==> src/rtl/ssp_pkg.sv <==
// Shared types and helpers for the SSP transmit scheduler
// and the receive-side distributor.
package ssp_pkg;

    typedef enum logic [1:0] {
        IDLE = 2'b00,
        XFER = 2'b01
    } state_t;

    localparam int WIDTH_DEF = 8;
    localparam int NREQ_MAX  = 8;

    // First set bit of req at or after ptr, wrapping modulo n.
    function automatic logic [2:0] rr_pick(
        input logic [7:0] req,
        input logic [2:0] ptr,
        input int         n
    );
        logic [2:0] idx;
        logic       found;
        logic [7:0] sh;
        int         j;
        idx   = '0;
        found = 1'b0;
        for (int k = 0; k < NREQ_MAX; k++) begin
            if (k < n) begin
                j  = (int'(ptr) + k) % n;
                sh = req >> j;
                if (sh[0] && !found) begin
                    idx   = 3'(j);
                    found = 1'b1;
                end
            end
        end
        return idx;
    endfunction

endpackage

==> src/rtl/ssp_rr_arb.sv <==
// Combinational round-robin picker, shared by the transmit
// scheduler and the receive-side distributor.
module ssp_rr_arb
    import ssp_pkg::*;
#(
    parameter int NREQ = 4
) (
    input  logic [NREQ-1:0] req,
    input  logic [2:0]      ptr,
    output logic [2:0]      idx,
    output logic            any
);

    logic [7:0] req_ext;

    assign req_ext = 8'(req);
    assign idx     = rr_pick(req_ext, ptr, NREQ);
    assign any     = |req;

endmodule

==> src/rtl/ssp_tx_sched.sv <==
// SSP transmit scheduler: round-robin with burst cap onto the talker TX FIFO.
// Build option SSP_TX_PRIO_EN makes requester 0 high priority and uncapped.
module ssp_tx_sched
    import ssp_pkg::*;
#(
    parameter int NREQ     = 4,
    parameter int WIDTH    = WIDTH_DEF,
    parameter int MAXBURST = 4
) (
    input  logic                  pclk,
    input  logic                  clear,
    input  logic [NREQ-1:0]       req,
    input  logic [NREQ*WIDTH-1:0] req_data,
    input  logic [NREQ-1:0]       req_last,
    output logic [NREQ-1:0]       ack,
    output logic [WIDTH-1:0]      txdata,
    output logic                  txwrite,
    input  logic                  txfull,
    output logic [2:0]            grant_id,
    output logic                  busy
);

    localparam logic [2:0] LAST_IDX = 3'(NREQ - 1);
    localparam logic [3:0] CAP      = 4'(MAXBURST - 1);

    state_t     state, state_nx;
    logic [2:0] owner, owner_nx;
    logic [2:0] ptr, ptr_nx;
    logic [3:0] cnt, cnt_nx;

    logic [7:0]       req_ext;
    logic [7:0]       last_ext;
    logic [WIDTH-1:0] words [8];

    logic [2:0] arb_idx;
    logic       arb_any;
    logic [2:0] pick;
    logic [2:0] ptr_after;
    logic       own_req;
    logic       own_last;
    logic       accept;
    logic       at_cap;
    logic       keep_ptr;

    assign req_ext  = 8'(req);
    assign last_ext = 8'(req_last);

    for (genvar g = 0; g < 8; g++) begin : g_words
        if (g < NREQ) begin : g_on
            assign words[g] = req_data[g*WIDTH +: WIDTH];
        end else begin : g_off
            assign words[g] = '0;
        end
    end

    ssp_rr_arb #(
        .NREQ (NREQ)
    ) u_arb (
        .req (req),
        .ptr (ptr),
        .idx (arb_idx),
        .any (arb_any)
    );

    assign own_req   = req_ext[owner];
    assign own_last  = last_ext[owner];
    assign accept    = (state == XFER) && own_req && !txfull;
    assign ptr_after = (owner == LAST_IDX) ? 3'd0 : owner + 3'd1;

`ifdef SSP_TX_PRIO_EN
    assign pick     = req[0] ? 3'd0 : arb_idx;
    assign at_cap   = (cnt == CAP) && (owner != 3'd0);
    assign keep_ptr = (owner == 3'd0);
`else
    assign pick     = arb_idx;
    assign at_cap   = (cnt == CAP);
    assign keep_ptr = 1'b0;
`endif

    // State, owner, rotation pointer and burst count registers.
    always_ff @(posedge pclk or posedge clear) begin
        if (clear) begin
            state <= IDLE;
            owner <= '0;
            ptr   <= '0;
            cnt   <= '0;
        end else begin
            state <= state_nx;
            owner <= owner_nx;
            ptr   <= ptr_nx;
            cnt   <= cnt_nx;
        end
    end

    // Arbitration in IDLE; burst progress and release in XFER.
    always_comb begin
        state_nx = state;
        owner_nx = owner;
        ptr_nx   = ptr;
        cnt_nx   = cnt;
        unique case (state)
            IDLE: begin
                if (arb_any) begin
                    owner_nx = pick;
                    cnt_nx   = '0;
                    state_nx = XFER;
                end
            end
            XFER: begin
                if (accept) begin
                    if (own_last || at_cap) begin
                        state_nx = IDLE;
                        ptr_nx   = keep_ptr ? ptr : ptr_after;
                    end else begin
                        cnt_nx = cnt + 4'd1;
                    end
                end else if (!own_req) begin
                    state_nx = IDLE;
                    ptr_nx   = keep_ptr ? ptr : ptr_after;
                end
            end
            default: state_nx = IDLE;
        endcase
    end

    // Write-port outputs follow the owner's handshake directly.
    always_comb begin
        ack = '0;
        for (int i = 0; i < NREQ; i++) begin
            ack[i] = accept && (owner == 3'(i));
        end
        txwrite  = accept;
        txdata   = (state == XFER) ? words[owner] : '0;
        grant_id = owner;
        busy     = (state == XFER);
    end

endmodule

==> config.mk <==
export PLATFORM = sky130hd
export DESIGN_NAME = ssp_tx_sched
export DESIGN_NICKNAME = d
export VERILOG_FILES = /design/src/rtl/ssp_pkg.sv /design/src/rtl/ssp_rr_arb.sv /design/src/rtl/ssp_tx_sched.sv
export SDC_FILE = /design/constraint.sdc
export NUM_CORES = 1
export LEC_CHECK = 0
export ABC_AREA = 1
export CAP_MARGIN = 20
export CORE_ASPECT_RATIO = 1.5
export CORE_MARGIN = 4
export CORE_UTILIZATION = 41
export CTS_CLUSTER_DIAMETER = 200
export CTS_CLUSTER_SIZE = 12
export DETAILED_ROUTE_END_ITERATION = 10
export PLACE_DENSITY_LB_ADDON = 0.3
export SLEW_MARGIN = 15
export SYNTH_ARGS = -nofsm -noshare
export SYNTH_HDL_FRONTEND = slang
export SYNTH_HIERARCHICAL = 1
export SYNTH_SLANG_ARGS = --single-unit
==> constraint.sdc <==
create_clock -name pclk -period 2.2 [get_ports pclk]
set_input_delay 0.44 -clock pclk [delete_from_list [all_inputs] [get_ports pclk]]
set_output_delay 0.44 -clock pclk [all_outputs]
set_load 0.03 [all_outputs]
==> reports/results.tsv <==
stage	metric	value	unit
status	status	finished, final reports clean	
floorplanning	rows	24	
power_and_ir_drop	switching_share	53.6	%
clock_network	cts-resized-gates	0	
power_and_ir_drop	power.switching	1.31	mW
power_and_ir_drop	seqPwrFrac	16.1	%
floorplanning	io_pins	60	
logic_synthesis	syn_nets	253	
setup_path	crit_start	req[3]	
clock_network	clkTransAtPathRegs	0.05	ns
global_routing	grt_overflow	0	
routing	routed.top_layer	met4	
layout	drive_gt1_share	20.6	%
global_routing	antenna_found_initial	0	
sta	finalCritPeriodShare	94.7	%
layout	antennaDiodeCount	0	
setup_path	worstPathRequired	1.76	ns
power_and_ir_drop	pwr-share-clk	9.6	%
clock_network	ctsLongestPathBuffers	2	
power_and_ir_drop	p_int	1.13	mW
place	numPortBuffers	59	
clock_network	cts_tree	done	
routing	dr.pass1.iters	4	
setup_path	cp-start-kind	input port	
global_routing	grt_max_degree	22	
logic_synthesis	ys_warn_count	6	
global_routing	grtUsageTotal	19.6	%
routing	post_drt_wl_per_cell	11.7	um
setup_path	endpoint_kind	output port	
floorplanning	coreArea	2910	um^2
clock_network	clock-sinks	10	
layout	mostFrequentLayoutCell	nand2_1	
routing	drt_wl_total	3650	um
layout	finalNetCount	321	
clock_network	hold_buffers	0	
floorplanning	die_y	75.3	um
sta	setup_viol	0	
min_path	hp-class	in2async	
routing	drc_errors	0	
routing	wl_met2	1790	um
floorplanning	start_util	42.5	%
sta	finClkSkew	0.000290	ns
routing	drt_iter0_markers	22	
clock_network	cts_max_level	1	
power_and_ir_drop	vdd_ir_drop_max	703	uV
clock_network	postCtsSetupBuffers	0	
floorplanning	die_area	3980	um^2
layout	post-route-util	67.1	%
power_and_ir_drop	power_frac_comb	74.3	%
power_and_ir_drop	leakage	0.969	nW
clock_network	cts_made_buffers	3	
place	gp_congestion	0.823	
layout	areaGrowthSynthToFinish	57.8	%
logic_synthesis	synth_area_per_cell	6.04	um^2
sta	drv_slew	0	
global_routing	grt_pass1_wl	6070	um
sta	tns	0	ns
power_and_ir_drop	p_per_area	1250	nW/um^2
setup_path	path_max_fanout	4	
place	dpl.hpwl	3040	um
sta	fin_crit	2.08	ns
clock_network	root_buffer	clkbuf_8	
floorplanning	dieWidth	52.9	um
routing	route.met3.wl	361	um
sta	fmax	480	MHz
logic_synthesis	synth_area	1240	um^2
sta	hold_viol	0	
routing	final_antenna_net_count	0	
layout	nFillCells	267	
setup_path	timing.rr.start	grant_id[0]	
layout	layout_common_cells	nand2_1, clkdlybuf4s50_1, nor2_1, buf_4, o21ai_0	
clock_network	insertion_delay	0.24	ns
sta	rsz0062_at_grt	false	
routing	vias	1498	
job	cap_violations	0	
global_routing	grt_pass1_vias	1452	
setup_path	crit_arrival	1.64	ns
routing	via_per_inst	4.82	
logic_synthesis	syn_inst	205	
routing	wl_met1	1400	um
setup_path	crit_type	in2out	
registers in the layout (all words and copies together), names as in the netlist:
register / flops
state: 1
ptr: 2
cnt: 4
grant_id: 3
power by group through the flow:
stage | sequential [mW] | combinational, mW | clock, mW
3_3_place_gp | 0.393 | 1.80 | 0
4_1_cts | 0.392 | 1.83 | 0.239
3_5_place_dp | 0.395 | 1.82 | 0
5_1_grt | 0.410 | 2.03 | 0.246
6_report | 0.394 | 1.81 | 0.234
2_1_floorplan | 0.422 | 1.24 | 0
per-layer routing:
| layer | GRT usage [%] | vias up |
|---|---|---|
| li1 | - | 782 |
| met1 | 21.4 | 646 |
| met2 | 36.0 | 60 |
| met3 | 4.55 | 10 |
| met4 | 7.39 | 0 |
| met5 | 0 | - |
critical path, cell delays in order:
cell and delay [ns]:
clkdlybuf4s50_1 0.47, nand2_1 0.06, nand3_1 0.11, nand2_2 0.10, nor2_8 0.09, inv_2 0.07, nor3_2 0.12, buf_4 0.18
area by class of cell:
cell class | count | area (um^2) | share of cell area (%)
inverters | 21 | 83.8 | 4.29
well taps | 39 | 48.8 | 2.50
flip-flops and latches | 10 | 250 | 12.8
clock buffers | 4 | 55.1 | 2.82
repair buffers | 71 | 653 | 33.4
multi-input cells | 166 | 862 | 44.1
through the flow:
| step | instance area [um^2] | cells | total power, mW | setup slack (ns) | hold WS [ns] |
|---|---|---|---|---|---|
| floorplan | 1240 | 205 | 1.66 | 0.0525 | 0.280 |
| global placement | 1890 | 307 | 2.19 | 0.0655 | 0.514 |
| detailed placement | 1890 | 307 | 2.21 | 0.0268 | 0.531 |
| CTS | 1950 | 311 | 2.46 | 0.0267 | 0.493 |
| global route | 1950 | 311 | 2.69 | 0.0175 | 0.523 |
| finish | 1950 | 311 | 2.44 | 0.116 | 0.482 |
worst paths after layout:
| path | to | slack, ns | depth (start not counted) |
|---|---|---|---|
| setup / recovery | ack[3] | 0.12 | 8 |
| hold / removal | cnt[0] | 0.48 | 2 |
| setup reg to reg | ptr[0] | 0.58 | 9 |
| hold reg to reg | cnt[1] | 0.55 | 2 |
| max in group asynchronous | grant_id[1] | 1.44 | 2 |
| min in group pclk | cnt[1] | 0.55 | 2 |
(Power assumes the default switching activity.)
